<file path="src/rtl/fifo_rd_burst_ctrl.sv">
`default_nettype none
// ============================================================================
// Module      : fifo_rd_burst_ctrl
// Description : Read-side sequencer of an asynchronous FIFO (rclk domain).
//               Computes FIFO occupancy from the synchronized Gray write
//               pointer and the local Gray read pointer. Drains the FIFO in
//               fixed-length bursts onto a registered valid/ready stream with
//               a last-word marker. Also provides a discard-all flush.
// Ports       : rclk, rrst_n      - read clock, async active-low reset
//               sync_wptr, rptr   - Gray write (synchronized) / read pointers
//               rempty, rdata     - FIFO empty flag, combinational read data
//               rinc              - pop request to read pointer logic
//               burst_len         - words per burst (0 = off, clamped to depth)
//               flush             - single-cycle discard-all request
//               m_valid/m_data/m_last/m_ready - output stream
//               level             - current occupancy 0..2^ADDR_RANGE
//               busy              - controller not idle
// Revision    : 1.0 - initial release
// ============================================================================
module fifo_rd_burst_ctrl #(
  parameter int ADDR_RANGE = 3,
  parameter int DATA_WIDTH = 8
) (
  input  logic                  rclk,
  input  logic                  rrst_n,
  input  logic [ADDR_RANGE:0]   sync_wptr,
  input  logic [ADDR_RANGE:0]   rptr,
  input  logic                  rempty,
  input  logic [DATA_WIDTH-1:0] rdata,
  output logic                  rinc,
  input  logic [ADDR_RANGE:0]   burst_len,
  input  logic                  flush,
  output logic                  m_valid,
  output logic [DATA_WIDTH-1:0] m_data,
  output logic                  m_last,
  input  logic                  m_ready,
  output logic [ADDR_RANGE:0]   level,
  output logic                  busy
);

  localparam int PW = ADDR_RANGE + 1;
  localparam logic [PW-1:0] c_depth = {1'b1, {ADDR_RANGE{1'b0}}};
  localparam logic [PW-1:0] c_one   = {{ADDR_RANGE{1'b0}}, 1'b1};

  typedef enum logic [1:0] {
    ST_IDLE  = 2'd0,
    ST_BURST = 2'd1,
    ST_FLUSH = 2'd2
  } state_t;

  state_t                  state_q, state_d;
  logic [PW-1:0]           remaining_q, remaining_d;
  logic                    flush_pend_q, flush_pend_d;
  logic                    m_valid_q, m_valid_d;
  logic [DATA_WIDTH-1:0]   m_data_q, m_data_d;
  logic                    m_last_q, m_last_d;
  logic [PW-1:0]           burst_len_eff;
  logic                    accept;

  function automatic logic [PW-1:0] gray2bin(input logic [PW-1:0] g);
    logic [PW-1:0] b;
    b = g;
    for (int i = PW - 2; i >= 0; i--) begin
      b[i] = b[i+1] ^ g[i];
    end
    return b;
  endfunction

  // Modulo subtraction of the binary pointers absorbs pointer wrap-around.
  assign level         = gray2bin(sync_wptr) - gray2bin(rptr);
  assign burst_len_eff = (burst_len > c_depth) ? c_depth : burst_len;
  assign accept        = m_valid_q && m_ready;

  assign m_valid = m_valid_q;
  assign m_data  = m_data_q;
  assign m_last  = m_last_q;
  assign busy    = (state_q != ST_IDLE);

  always_comb begin
    state_d      = state_q;
    remaining_d  = remaining_q;
    flush_pend_d = flush_pend_q;
    m_valid_d    = m_valid_q;
    m_data_d     = m_data_q;
    m_last_d     = m_last_q;
    rinc         = 1'b0;

    case (state_q)
      ST_IDLE: begin
        // Flush (new or deferred from a burst) wins over starting a burst.
        if (flush || flush_pend_q) begin
          state_d      = ST_FLUSH;
          flush_pend_d = 1'b0;
        end else if ((burst_len_eff != '0) && (level >= burst_len_eff)) begin
          state_d     = ST_BURST;
          remaining_d = burst_len_eff;
        end
      end

      ST_BURST: begin
        // A flush never truncates a burst; it is replayed once back in IDLE.
        if (flush) begin
          flush_pend_d = 1'b1;
        end
        // Pop only when the output register is free or being emptied now.
        rinc = !rempty && (remaining_q != '0) && (!m_valid_q || m_ready);
        if (rinc) begin
          m_data_d    = rdata;
          m_valid_d   = 1'b1;
          m_last_d    = (remaining_q == c_one);
          remaining_d = remaining_q - c_one;
        end else if (accept) begin
          m_valid_d = 1'b0;
          m_last_d  = 1'b0;
        end
        if (accept && m_last_q) begin
          state_d = ST_IDLE;
        end
      end

      ST_FLUSH: begin
        // Popped words are discarded; the output register is untouched.
        rinc = !rempty;
        if (rempty) begin
          state_d = ST_IDLE;
        end
      end

      default: begin
        state_d = ST_IDLE;
      end
    endcase
  end

  always_ff @(posedge rclk or negedge rrst_n) begin
    if (!rrst_n) begin
      state_q      <= ST_IDLE;
      remaining_q  <= '0;
      flush_pend_q <= 1'b0;
      m_valid_q    <= 1'b0;
      m_data_q     <= '0;
      m_last_q     <= 1'b0;
    end else begin
      state_q      <= state_d;
      remaining_q  <= remaining_d;
      flush_pend_q <= flush_pend_d;
      m_valid_q    <= m_valid_d;
      m_data_q     <= m_data_d;
      m_last_q     <= m_last_d;
    end
  end

endmodule
`default_nettype wire

</file>
<file path="config.mk">
export PLATFORM = sky130hd
export DESIGN_NAME = fifo_rd_burst_ctrl
export DESIGN_NICKNAME = d
export VERILOG_FILES = /design/src/rtl/fifo_rd_burst_ctrl.sv
export SDC_FILE = /design/constraint.sdc
export NUM_CORES = 1
export LEC_CHECK = 0
export CAP_MARGIN = 20
export CORE_MARGIN = 10
export CORE_UTILIZATION = 24
export DETAILED_ROUTE_END_ITERATION = 8
export HOLD_SLACK_MARGIN = 0.05
export SLEW_MARGIN = 20
export SYNTH_ARGS = -nofsm -noshare
export SYNTH_HDL_FRONTEND = slang
export SYNTH_SLANG_ARGS = --single-unit
</file>
<file path="constraint.sdc">
create_clock -name rclk -period 3.3 [get_ports rclk]
set_input_delay 0.66 -clock rclk [delete_from_list [all_inputs] [get_ports rclk]]
set_output_delay 0.66 -clock rclk [all_outputs]
set_load 0.01 [all_outputs]
</file>
**Yosys cells after proc, flatten, opt, wreduce, memory -nomap -nowiden**

Index checks and enable logic that the tools add are counted.

- Equal/unequal tests: 11
- Bitwise gates (word level): 6
- Reduce and logical (&&, ||, !) cells: 20
- Mux-type cells: 17
- $add $sub $neg: 2
- Order comparisons: 2

Operators by type and width:

| kind | count |
|---|---|
| 2-to-1 mux 4 bit | 4 |
| inequality test 2 bit (second input constant) | 7 |
| 2-to-1 mux 2 bit | 4 |
| case mux 4 bit (2 select lines) | 1 |
| nonzero test 4 bit | 2 |
| case mux 2 bit (3 select lines) | 1 |
| AND reduction 3 bit | 2 |
| nonzero test 2 bit | 3 |
| bitwise XOR 1 bit | 6 |
| logical AND 1 bit | 5 |
| 2-to-1 mux 1 bit | 5 |
| == test 4 x 1 -> 1 bit (second input constant) | 1 |
| greater-or-equal comparator 4 bit | 1 |
| greater-than comparator 4 bit (second input constant) | 1 |
| case mux 1 bit (2 select lines) | 2 |
| AND reduction 2 bit | 2 |
| AND reduction 4 bit | 1 |
| subtractor 4 x 1 -> 4 bit (second input constant) | 1 |
| subtractor 4 bit | 1 |
| inequality test 3 bit (second input constant) | 1 |
| == test 2 x 1 -> 1 bit (second input constant) | 1 |
| == test 2 bit (second input constant) | 1 |
| zero test 1 bit | 2 |
| zero test 2 bit | 1 |
| logical OR 1 bit | 2 |

- Bits in registers: 17
- Output and inout bits: 16
- Input port bits: 25
- Word-level logic and storage cells: 64

**Longest topological paths before layout**

Gate-level depths: netlist of run 1.

- Depth after elaboration: 9
- Gate-level depth with buffers: 12
- Depth with buffers taken out: 12

**Least setup slack after synthesis of run 1**

Ideal clock, no wire load.

- Path kind: in2reg
- Start point: input sync_wptr[2]
- End point: register remaining_q[3]
- Buffers on the path: 0
- Library setup time: 80 ps
- Data required time: 3,220 ps
- Path slack: -3 ps
- Cell stages on the path: 11
- Data arrival time: 3,222 ps
- Cells stage by stage: xnor3_1 xor2_1 ha_1 fa_1 xnor2_1 ha_1 o211ai_1 o211ai_1 o2111ai_4 nor2b_1 nor3_2

- Longest elaborated chain between the ends: 8

Ends and longest elaborated chain:

| item | line | RTL |
|---|---|---|
| start: declaration | 26 | `input logic [ADDR_RANGE:0] sync_wptr,` |
| bitwise XOR 1 bit (*) | 64 | `b[i] = b[i+1] ^ g[i];` |
| bitwise XOR 1 bit (2 in series) | 64 |  |
| subtractor 4 bit (*) | 70 | `assign level = gray2bin(sync_wptr) - gray2bin(rptr);` |
| named net level[2] | 37 | `output logic [ADDR_RANGE:0] level,` |
| greater-or-equal comparator 4 bit (*) | 94 | `end else if ((burst_len_eff != '0) && (level >= burst_len_eff)) begin` |
| logical AND 1 bit (*) | 94 |  |
| inequality test 2 bit (no source line) (*) | - |  |
| AND reduction 4 bit (no source line) (*) | - |  |
| end signal: assignment | 145 | `remaining_q <= remaining_d;` |
| end: declaration | 52 | `logic [PW-1:0] remaining_q, remaining_d;` |

The timed path passes the listed nets; every way through them passes the cells marked *.
A chain may end at the register's enable or synchronous reset.

**Final worst setup path of run 1**

- Start point: input sync_wptr[2]
- End point: register remaining_q[2]

- Longest elaborated chain between the ends: 8

Ends and longest elaborated chain:

| item | line |
|---|---|
| bitwise XOR 1 bit (*) | 64 |
| bitwise XOR 1 bit (2 in series) | 64 |
| subtractor 4 bit (*) | 70 |
| greater-or-equal comparator 4 bit (*) | 94 |
| logical AND 1 bit (*) | 94 |
| inequality test 2 bit (no source line) (*) | - |
| AND reduction 4 bit (no source line) (*) | - |

Mark *: on every way between the ends. The rest lies on a longest branch, timed or not.

==> reports/metrics.yaml, run 1 <==
final_layout:
  regArea_um2: 425
  final_util: 0.377
  antenna_cells: 0
  fillers: 478
  layout-drive-gt1-share: 0.236
  multi_input_area_um2: 768
  syn2layout_area_growth_pct: 50.1
  num-nets-final: 204
synth:
  synth_top_family_by_area: "compound AO/OA/AOI/OAI gates"
  syn_nets: 153
  synth-simple-area-share: 0.125
  yosys_most_used_dff: "dfrtp_1"
  synthXorXnorAreaFrac: 0.0958
  syn_avg_cell_area_um2: 10.4
  synth_seq_area_share: 0.354
  synth-compound-area-share: 0.144
  synth_fa_ha_area_frac: 0.142
  synthArstFlopShare: 1.00
  muxShareOfSynthArea: 0.0917
  synth_edf_count: 0
  yosysWarningCount: 0
  syn-instance-count: 115
  netlist_area_mm2: 0.00120
  synthDistinctLibCells: 33
  ys_seq_elements: 17
detailed_routing:
  routed.top_layer: "met4"
  ant_nets: 0
  routedWlPerCell_um: 13.0
  via_per_inst: 4.24
  drt_iter0_markers: 54
  route.met2.wl_mm: 1.73
  wl_met3_um: 72
  wl_met1_mm: 1.20
  drt-total-wl_mm: 3.01
  num_vias: 984
  first_pass_iters: 4
  drc: 0
worst_setup_path:
  arrival_ns: 3.31
  cp_slowest_stage_delay_ns: 0.56
  critical_path_class: "in2reg"
  cp_cell_sequence: "dlygate4sd2_1 > xnor3_2 > xor2_1 > ha_2 > fa_2 > inv_2 > ha_4 > o211ai_1 > o211ai_1 > o2111ai_4 > o22a_1"
  end_kind: "flop"
  crit_path_start_kind: "input port"
  required_ns: 3.44
  critPathMaxFanout: 8
  cp_slowest_cell: "fa_2"
  crit_path_frequent_cell: "o211ai_1"
floorplan:
  initial_utilization: 0.251
  dieArea_mm2: 0.00823
  dieWidth_um: 90.7
  dieHeight_um: 90.7
  io_pins: 41
  placeableCoreArea_mm2: 0.00479
  rows: 25
power_and_ir_drop:
  switching_power_mw: 0.503
  pwr-share-seq: 0.280
  p_int_mw: 0.808
  comb_power_share: 0.603
  finalPower_mw: 1.31
  p_per_area_mw_per_mm2: 727
  p_clk_frac: 0.117
  ir_worst_vdd_v: 0.000349
  swShare: 0.384
  leakage_nw: 0.804
placed_design:
  hpwl_mm: 2.54
  gp_congestion: 0.725
  place_ws_ns: -0.481
  portBuffers: 40
sta:
  fin_skew_ns: 0.00471
  max-slew-margin-rel: 0.476
  slew_violations: 0
  hold_viol_final: 0
  period_share: 0.960
  layout_setup_ws_ns: 0.132
  rsz0062_at_grt: "no"
  fmax_ghz: 0.316
  setup_violations: 0
  period_needed_ns: 3.17
  tightest_slew_ns: 0.783
cts:
  cts_sinks: 17
  hold_buffers: 0
  insertion_delay_ns: 0.25
  root_buffer: "clkbuf_8"
  cts_tree: "done"
  clk_pin_slew_ns: 0.07
  cts_buffers: 3
  clockBufferDepth: 2
  cts_htree_levels: 1
outcome:
  status: "finished, final reports clean"
global_route:
  overflow: 0
  grt_max_degree: 18
  grt_pass1_vias: 1047
  grt_usage: 0.0731
  grt_pass1_wl_mm: 4.97
  antenna_found_initial: 0
flow_run:
  max_cap_viol_count: 0
worst_hold_path:
  min_path_type: "reg2reg"
layer usage:
metal / vias to the layer above / global-route usage
met2: 9 / 0.144
met1: 475 / 0.0732
li1: 498 / -
met5: - / 0
met4: 0 / 0.0159
met3: 2 / 0.0208
synthesized netlist by cell type (all sizes together), types with 2 or more instances:
| cell | number | area, um2 |
|---|---|---|
| nor2 | 5 | 18.8 |
| xor2 | 3 | 26.3 |
| nand2 | 7 | 26.3 |
| nor2b | 4 | 25.0 |
| inv | 12 | 45.0 |
| ha | 12 | 150 |
| mux2i | 2 | 20.0 |
| xnor2 | 5 | 43.8 |
| o211ai | 2 | 15.0 |
| nand3 | 4 | 20.0 |
| mux2 | 8 | 90.1 |
| and3 | 2 | 12.5 |
| o21ai | 5 | 25.0 |
| xnor3 | 2 | 45.0 |
| dfrtp | 17 | 425 |
| a21oi | 8 | 40.0 |
| nor3 | 3 | 20.0 |
power by group through the flow:
stage               registers (mW)  clock network (mW)  logic, mW
finish                       0.367               0.153      0.791
global placement             0.369                   0      0.789
global route                 0.383               0.174      0.866
floorplan                    0.392                   0      0.443
CTS                          0.368               0.162      0.785
detailed placement           0.372                   0      0.795
layout make-up:
cell class | instances | share of cell area
tap | 67 | 0.0465
multi-input combinational | 84 | 0.426
timing repair buffer | 48 | 0.241
inverter | 12 | 0.0250
clock buffer | 3 | 0.0229
clock inverter | 1 | 0.00278
sequential | 17 | 0.236
stage by stage:
| stage | setup TNS (ns) | area, um2 | hold WS [ns] | cells |
|---|---|---|---|---|
| floorplan | 0 | 1220 | 0.364 | 115 |
| finish | 0 | 1800 | 0.506 | 232 |
| global placement | -2.96 | 1750 | 0.490 | 228 |
| CTS | 0 | 1790 | 0.511 | 232 |
| global route | 0 | 1800 | 0.525 | 232 |
| detailed placement | -3.10 | 1750 | 0.494 | 228 |
flip-flops by register name, summed over array words and instances, names as in the netlist:
register and flops:
state_q 2, flush_pend_q 1, remaining_q 4, m_last 1, m_data 8, m_valid 1
path summary, 6_finish.rpt:
path / start / endpoint / slack (ns) / cells after the start
worst max-delay path: sync_wptr[2] / remaining_q[2] / 0.13 / 11
worst min-delay path: m_data[4] / m_data[4] / 0.51 / 1
worst max register to register: state_q[1] / remaining_q[2] / 1.20 / 7
worst min register to register: m_data[4] / m_data[4] / 0.51 / 1
max in group asynchronous: rrst_n / m_data[5] / 1.95 / 1
min in group asynchronous: rrst_n / m_data[6] / 0.87 / 1
placed cells by master (no fill, tap or decap), types with 3 or more instances in the layout:
cell type,n
ha_1,10
nor2b_1,3
inv_1,10
buf_4,8
a21oi_1,6
clkbuf_8,3
xnor2_1,3
clkdlybuf4s50_1,31
nor2_1,5
mux2_2,8
nand2_1,7
xor2_1,3
o21ai_0,5
nand3_1,4
dlygate4sd2_1,5
clkbuf_2,4
dfrtp_1,17
kinds of logic (layout without fill, tap and decap cells):
logic type / count (synthesis) / count (layout)
XOR/XNOR: 10 / 10
adder cells (fa/ha/maj): 13 / 13
multiplexers: 10 / 10
buffers and inverters: 14 / 64
AO/OA/AOI/OAI: 22 / 22
flip-flops: 17 / 17
AND/OR/NAND/NOR: 29 / 29
critical path, delay by kind of cell:
kind	cells	cell delay [ns]
AO/OA/AOI/OAI	4	0.91
buffers and inverters	2	0.28
adder cells (fa/ha/maj)	3	1.01
XOR/XNOR	2	0.45
what timing repair did:
| action | in CTS | in global routing |
|---|---|---|
| resized for setup | 9 | 14 |
| endpoints found under the setup margin | 7 | 6 |
| pin swaps | 6 | 12 |
| setup buffers | 0 | 0 |
| gates cloned | 0 | 0 |
No activity file was read; power rests on OpenSTA's default activity.
==> inputs of run 2 (changes only) <==
- CORE_MARGIN: 10 -> default
- clock period: 3.3 -> 3 ns (I/O delays scaled with it)
==> reports/metrics.yaml, run 2 (synthesized netlist as in run 1, its figures left out) <==
worst_setup_path:
  arrival_ns: 3.18  # -0.13 ns
  cp_num_cells: 11  # unchanged
  critPathMaxFanout: 8  # unchanged
  crit_path_start_kind: "input port"
  required_ns: 3.14  # -0.30 ns
  end_kind: "flop"
  crit_path_frequent_cell: "o211ai_1"
  critical_path_class: "in2reg"
  crit_family: "adder cells"
  cp_slowest_stage_delay_ns: 0.53  # -0.03 ns
  cp_cell_sequence: "buf_6 > xnor3_2 > xor2_1 > ha_2 > fa_2 > inv_2 > ha_4 > o211ai_1 > o211ai_1 > o2111ai_4 > o22a_1"
  setup.worst_path.end: "remaining_q[2]"
  cp_num_buf_inv: 2  # unchanged
  worstReg2RegStart: "remaining_q[0]"
  r2r_setup_slack_ns: 1.10  # -0.10 ns
  startpoint: "sync_wptr[2]"
  timing.rr.end: "remaining_q[2]"
  cp_slowest_cell: "fa_2"
  r2r_cells: 6  # -1
worst_hold_path:
  min_path_type: "reg2reg"
cts:
  cts_tree: "done"
  cts_htree_levels: 1  # unchanged
  cts_sinks: 17  # unchanged
  insertion_delay_ns: 0.25  # about the same
  cts_buffers: 3  # unchanged
  hold_buffers: 0  # unchanged
  clockBufferDepth: 2  # unchanged
  clk_pin_slew_ns: 0.06  # about the same
  root_buffer: "clkbuf_8"
floorplan:
  dieArea_mm2: 0.00529  # -36%
  dieHeight_um: 72.7  # -20%
  io_pins: 41  # unchanged
  dieWidth_um: 72.7  # -20%
  rows: 25  # unchanged
  placeableCoreArea_mm2: 0.00475  # -0.65%
  initial_utilization: 0.253  # +0.00165
final_layout:
  regArea_um2: 425  # unchanged
  fillers: 488  # +2.1%
  stdcell_area_mm2: 0.00184  # +2.3%
  antenna_cells: 0  # unchanged
  multi_input_area_um2: 764  # -0.49%
  num-nets-final: 208  # +2.0%
  final_cell_mix: "31 x clkdlybuf4s50_1, 17 x dfrtp_1, 12 x buf_4"
  largest_reg_flops: 8  # unchanged
  final_common_cell: "clkdlybuf4s50_1"
  layout-drive-gt1-share: 0.249  # +0.0122
  syn2layout_area_growth_pct: 53.5
sta:
  max-slew-margin-rel: 0.478  # +0.00198
  fmax_ghz: 0.329
  slew_violations: 0  # unchanged
  fin_skew_ns: 0.00311  # -0.00160 ns
  period_needed_ns: 3.04
  tightest_slew_ns: 0.780  # -0.00296 ns
  layout_setup_ws_ns: -0.0404  # -0.172 ns
  hold_viol_final: 0  # unchanged
  setup_violations: 3  # +3
  rsz0062_at_grt: "yes"
  period_share: 1.01
global_route:
  grt_max_degree: 18  # unchanged
  overflow: 0  # unchanged
  grt_usage: 0.103  # +0.0300
  antenna_found_initial: 0  # unchanged
  grt_pass1_wl_mm: 4.24  # -15%
  grt_pass1_vias: 974  # -7.0%
outcome:
  violations: "negative setup slack"
  status: "finished with violations"
placed_design:
  gp_congestion: 0.735  # +1.4%
  dpl_cell_area_mm2: 0.00177  # +0.86%
  portBuffers: 40  # unchanged
  hpwl_mm: 2.07  # -19%
flow_run:
  max_cap_viol_count: 0  # unchanged
detailed_routing:
  drt_iter0_markers: 41  # -24%
  routedWlPerCell_um: 11.1  # -14%
  drc: 0  # unchanged
  num_vias: 1003  # +1.9%
  drt-total-wl_mm: 2.63  # -13%
  first_pass_iters: 4  # unchanged
  via_per_inst: 4.25  # +0.20%
  ant_nets: 0  # unchanged
power_and_ir_drop:
  p_per_area_mw_per_mm2: 789  # +8.5%
  ir_worst_vdd_v: 0.000247  # -29%
  leakage_nw: 0.820  # +2.0%
  finalPower_mw: 1.45  # +11%
[run 2: worst min path at each step]
| stage | end | start | cells after the start |
|---|---|---|---|
| floorplan | flush_pend_q | rrst_n | 0 |
| global placement | m_data[0] | m_data[0] | 1 |
| detailed placement | m_data[6] | m_data[6] | 1 |
| CTS | m_data[6] | m_data[6] | 1 |
| global route | m_data[6] | m_data[6] | 1 |
| finish | m_data[2] | m_data[2] | 1 |
[run 2: routing by layer]
metal,global-route usage,vias up,share of wire
met3,0.0262,4,0.035
met5,0,-,0
met2,0.175,17,0.50
met1,0.128,479,0.45
met4,0.0305,0,0.0084
li1,-,503,-
[run 2: power by group]
| part | internal, mW | leakage, nW | switching [mW] |
|---|---|---|---|
| combinational | 0.479 | 0.589 | 0.404 |
| sequential | 0.336 | 0.208 | 0.0677 |
| clock | 0.0941 | 0.0228 | 0.0732 |
[run 2: repair_timing]
action                                  CTS  global route
endpoints found under the setup margin   10             6
resized for setup                        28             3
buffers inserted                          0             2
pin swaps                                11             3
[run 2: area by class of cell]
type	count	share of cell area
clock buffer	4	0.0244
inverter	12	0.0244
tap	67	0.0455
sequential	17	0.231
multi-input combinational	84	0.415
timing repair buffer	52	0.261
[run 2: through the flow]
| stage | hold slack [ns] | cells | setup WS (ns) | utilization | setup TNS [ns] |
|---|---|---|---|---|---|
| 2_1_floorplan | 0.304 | 115 | -0.196 | - | -0.546 |
| 3_3_place_gp | 0.490 | 230 | -0.661 | 0.372 | -5.08 |
| 3_5_place_dp | 0.495 | 230 | -0.717 | 0.372 | -5.26 |
| 4_1_cts | 0.510 | 234 | -0.00352 | 0.384 | -0.00589 |
| 5_1_grt | 0.514 | 236 | -0.146 | 0.388 | -0.507 |
| 6_report | 0.504 | 236 | -0.0404 | 0.388 | -0.0801 |
==> inputs of run 3 (changes only) <==
--- a/constraint.sdc
+++ b/constraint.sdc
@@ -3,2 +3,2 @@
 set_output_delay 0.6 -clock rclk [all_outputs]
-set_load 0.01 [all_outputs]
+set_load 0.1 [all_outputs]
==> reports/metrics.yaml, run 3 (synthesized netlist as in run 1, its figures left out) <==
worst_setup_path:
  crit_path_frequent_cell: "o211ai_1"
  end_kind: "flop"
  crit_path_start_kind: "input port"
  arrival_ns: 3.26  # +0.08 ns
  cp_slowest_stage_delay_ns: 0.53  # about the same
  crit_family: "adder cells"
  cp_slowest_cell: "fa_2"
  cp_num_buf_inv: 3  # +1
  cp_cell_sequence: "buf_6 > xnor3_2 > xor2_2 > ha_2 > fa_2 > inv_2 > ha_4 > o211ai_1 > o211ai_1 > o2111ai_4 > buf_4 > a21oi_2"
  critical_path_class: "in2reg"
  required_ns: 3.18  # +0.04 ns
  critPathMaxFanout: 8  # unchanged
final_layout:
  final_util: 0.418  # +0.0297
  layout-drive-gt1-share: 0.395  # +0.147
  antenna_cells: 0  # unchanged
  largest_reg_flops: 8  # unchanged
  final_common_cell: "buf_4"
  final_cell_mix: "24 x buf_4, 18 x clkdlybuf4s50_1, 17 x dfrtp_1"
  fillers: 469  # -3.9%
  num-nets-final: 211  # +1.4%
  syn2layout_area_growth_pct: 65.3
  stdcell_count: 239  # +1.3%
cts:
  cts_htree_levels: 1  # unchanged
  cts_buffers: 3  # unchanged
  clockBufferDepth: 2  # unchanged
  insertion_delay_ns: 0.25  # about the same
  cts_sinks: 17  # unchanged
  cts_tree: "done"
  root_buffer: "clkbuf_8"
  clk_pin_slew_ns: 0.06  # about the same
detailed_routing:
  num_vias: 1046  # +4.3%
  drt_iter0_markers: 37  # -9.8%
  via_per_inst: 4.38  # +3.0%
  ant_nets: 0  # unchanged
  drc: 0  # unchanged
  first_pass_iters: 4  # unchanged
  routedWlPerCell_um: 12.7  # +14%
  drt-total-wl_mm: 3.03  # +15%
floorplan:
  rows: 25  # unchanged
  placeableCoreArea_mm2: 0.00475  # unchanged
  dieWidth_um: 72.7  # unchanged
  initial_utilization: 0.253  # unchanged
  dieHeight_um: 72.7  # unchanged
  io_pins: 41  # unchanged
  dieArea_mm2: 0.00529  # unchanged
sta:
  hold_viol_final: 0  # unchanged
  max-slew-margin-rel: 0.472  # -0.00633
  period_needed_ns: 3.08  # +0.0413 ns
  fin_skew_ns: 0.00470  # +0.00159 ns
  tightest_slew_ns: 0.790  # +0.00947 ns
  setup_tns_ns: -0.220  # -0.140 ns
  fmax_ghz: 0.324  # -1.3%
  rsz0062_at_grt: "yes"
  slew_violations: 0  # unchanged
  layout_setup_ws_ns: -0.0817  # -0.0413 ns
  period_share: 1.03  # +0.0138
  setup_violations: 4  # +1
global_route:
  grt_max_degree: 18  # unchanged
  grt_pass1_wl_mm: 4.75  # +12%
  antenna_found_initial: 0  # unchanged
  grt_pass1_vias: 1087  # +12%
  overflow: 0  # unchanged
  grt_usage: 0.116  # +0.0133
outcome:
  violations: "negative setup slack"
  status: "finished with violations"
worst_hold_path:
  min_path_type: "reg2reg"
placed_design:
  portBuffers: 40  # unchanged
  hpwl_mm: 2.32  # +12%
  placedCellCount: 232  # +0.87%
  gp_congestion: 0.747  # +1.6%
flow_run:
  max_cap_viol_count: 0  # unchanged
## run 3: cell count changes in the layout (fill, tap and decap cells not counted), moves of 3 or more
cell | before | now
clkdlybuf4s50_1 | 31 | 18
buf_4 | 12 | 24
buf_12 | 0 | 5
buf_6 | 3 | 6
## run 3: timing repair
action / in CTS / in global routing
buffers inserted: 2 / 4
gates resized for setup: 27 / 11
pin swaps: 12 / 16
hold buffers: 0 / 0
setup endpoints to repair: 9 / 7
## run 3: worst register-to-register path: stages (launching register included)
cell,delay [ns]
dfrtp_1,0.39
inv_1,0.10
ha_1,0.37
inv_2,0.15
a2111oi_4,0.23
buf_4,0.27
o2111ai_4,0.22
buf_4,0.20
a21oi_2,0.12
## run 3: cell type report
class	count	area [um2]	area share
multi-input cells	84	845	0.425
repair buffers	55	542	0.273
inverters	12	45.0	0.0227
well taps	67	83.8	0.0422
flip-flops and latches	17	425	0.214
clock buffers	4	45.0	0.0227
## run 3: path summary, 6_finish.rpt
| kind | endpoint | depth (start not counted) | start | slack [ns] |
|---|---|---|---|---|
| setup reg to reg | remaining_q[1] | 8 | state_q[1] | 0.87 |
| max in group asynchronous | m_data[6] | 1 | rrst_n | 1.70 |
| hold reg to reg | m_data[6] | 1 | m_data[6] | 0.51 |
| min in group asynchronous | m_data[3] | 1 | rrst_n | 0.81 |
| setup / recovery | remaining_q[1] | 12 | sync_wptr[2] | -0.08 |
| hold / removal | m_data[6] | 1 | m_data[6] | 0.51 |
## run 3: per-stage QoR
| step | instance area [um2] | hold WS, ns | setup WS, ns |
|---|---|---|---|
| final | 1990 | 0.507 | -0.0817 |
| after global routing | 1990 | 0.522 | -0.170 |
| after detailed placement | 1830 | 0.497 | -0.801 |
| after floorplan | 1250 | 0.304 | -0.696 |
| after global placement | 1830 | 0.490 | -0.682 |
| after CTS | 1920 | 0.512 | -0.0903 |
## run 3: routing by layer
metal,track usage,wire length (um),vias to the layer above
met5,0,0,-
met1,0.130,1220,481
met3,0.0221,206,4
met2,0.216,1560,52
li1,-,-,509
met4,0.0458,36,0
Power of run 3 is not shown: default switching activity piles up to over one toggle a cycle in this logic, so the estimate is an artifact.
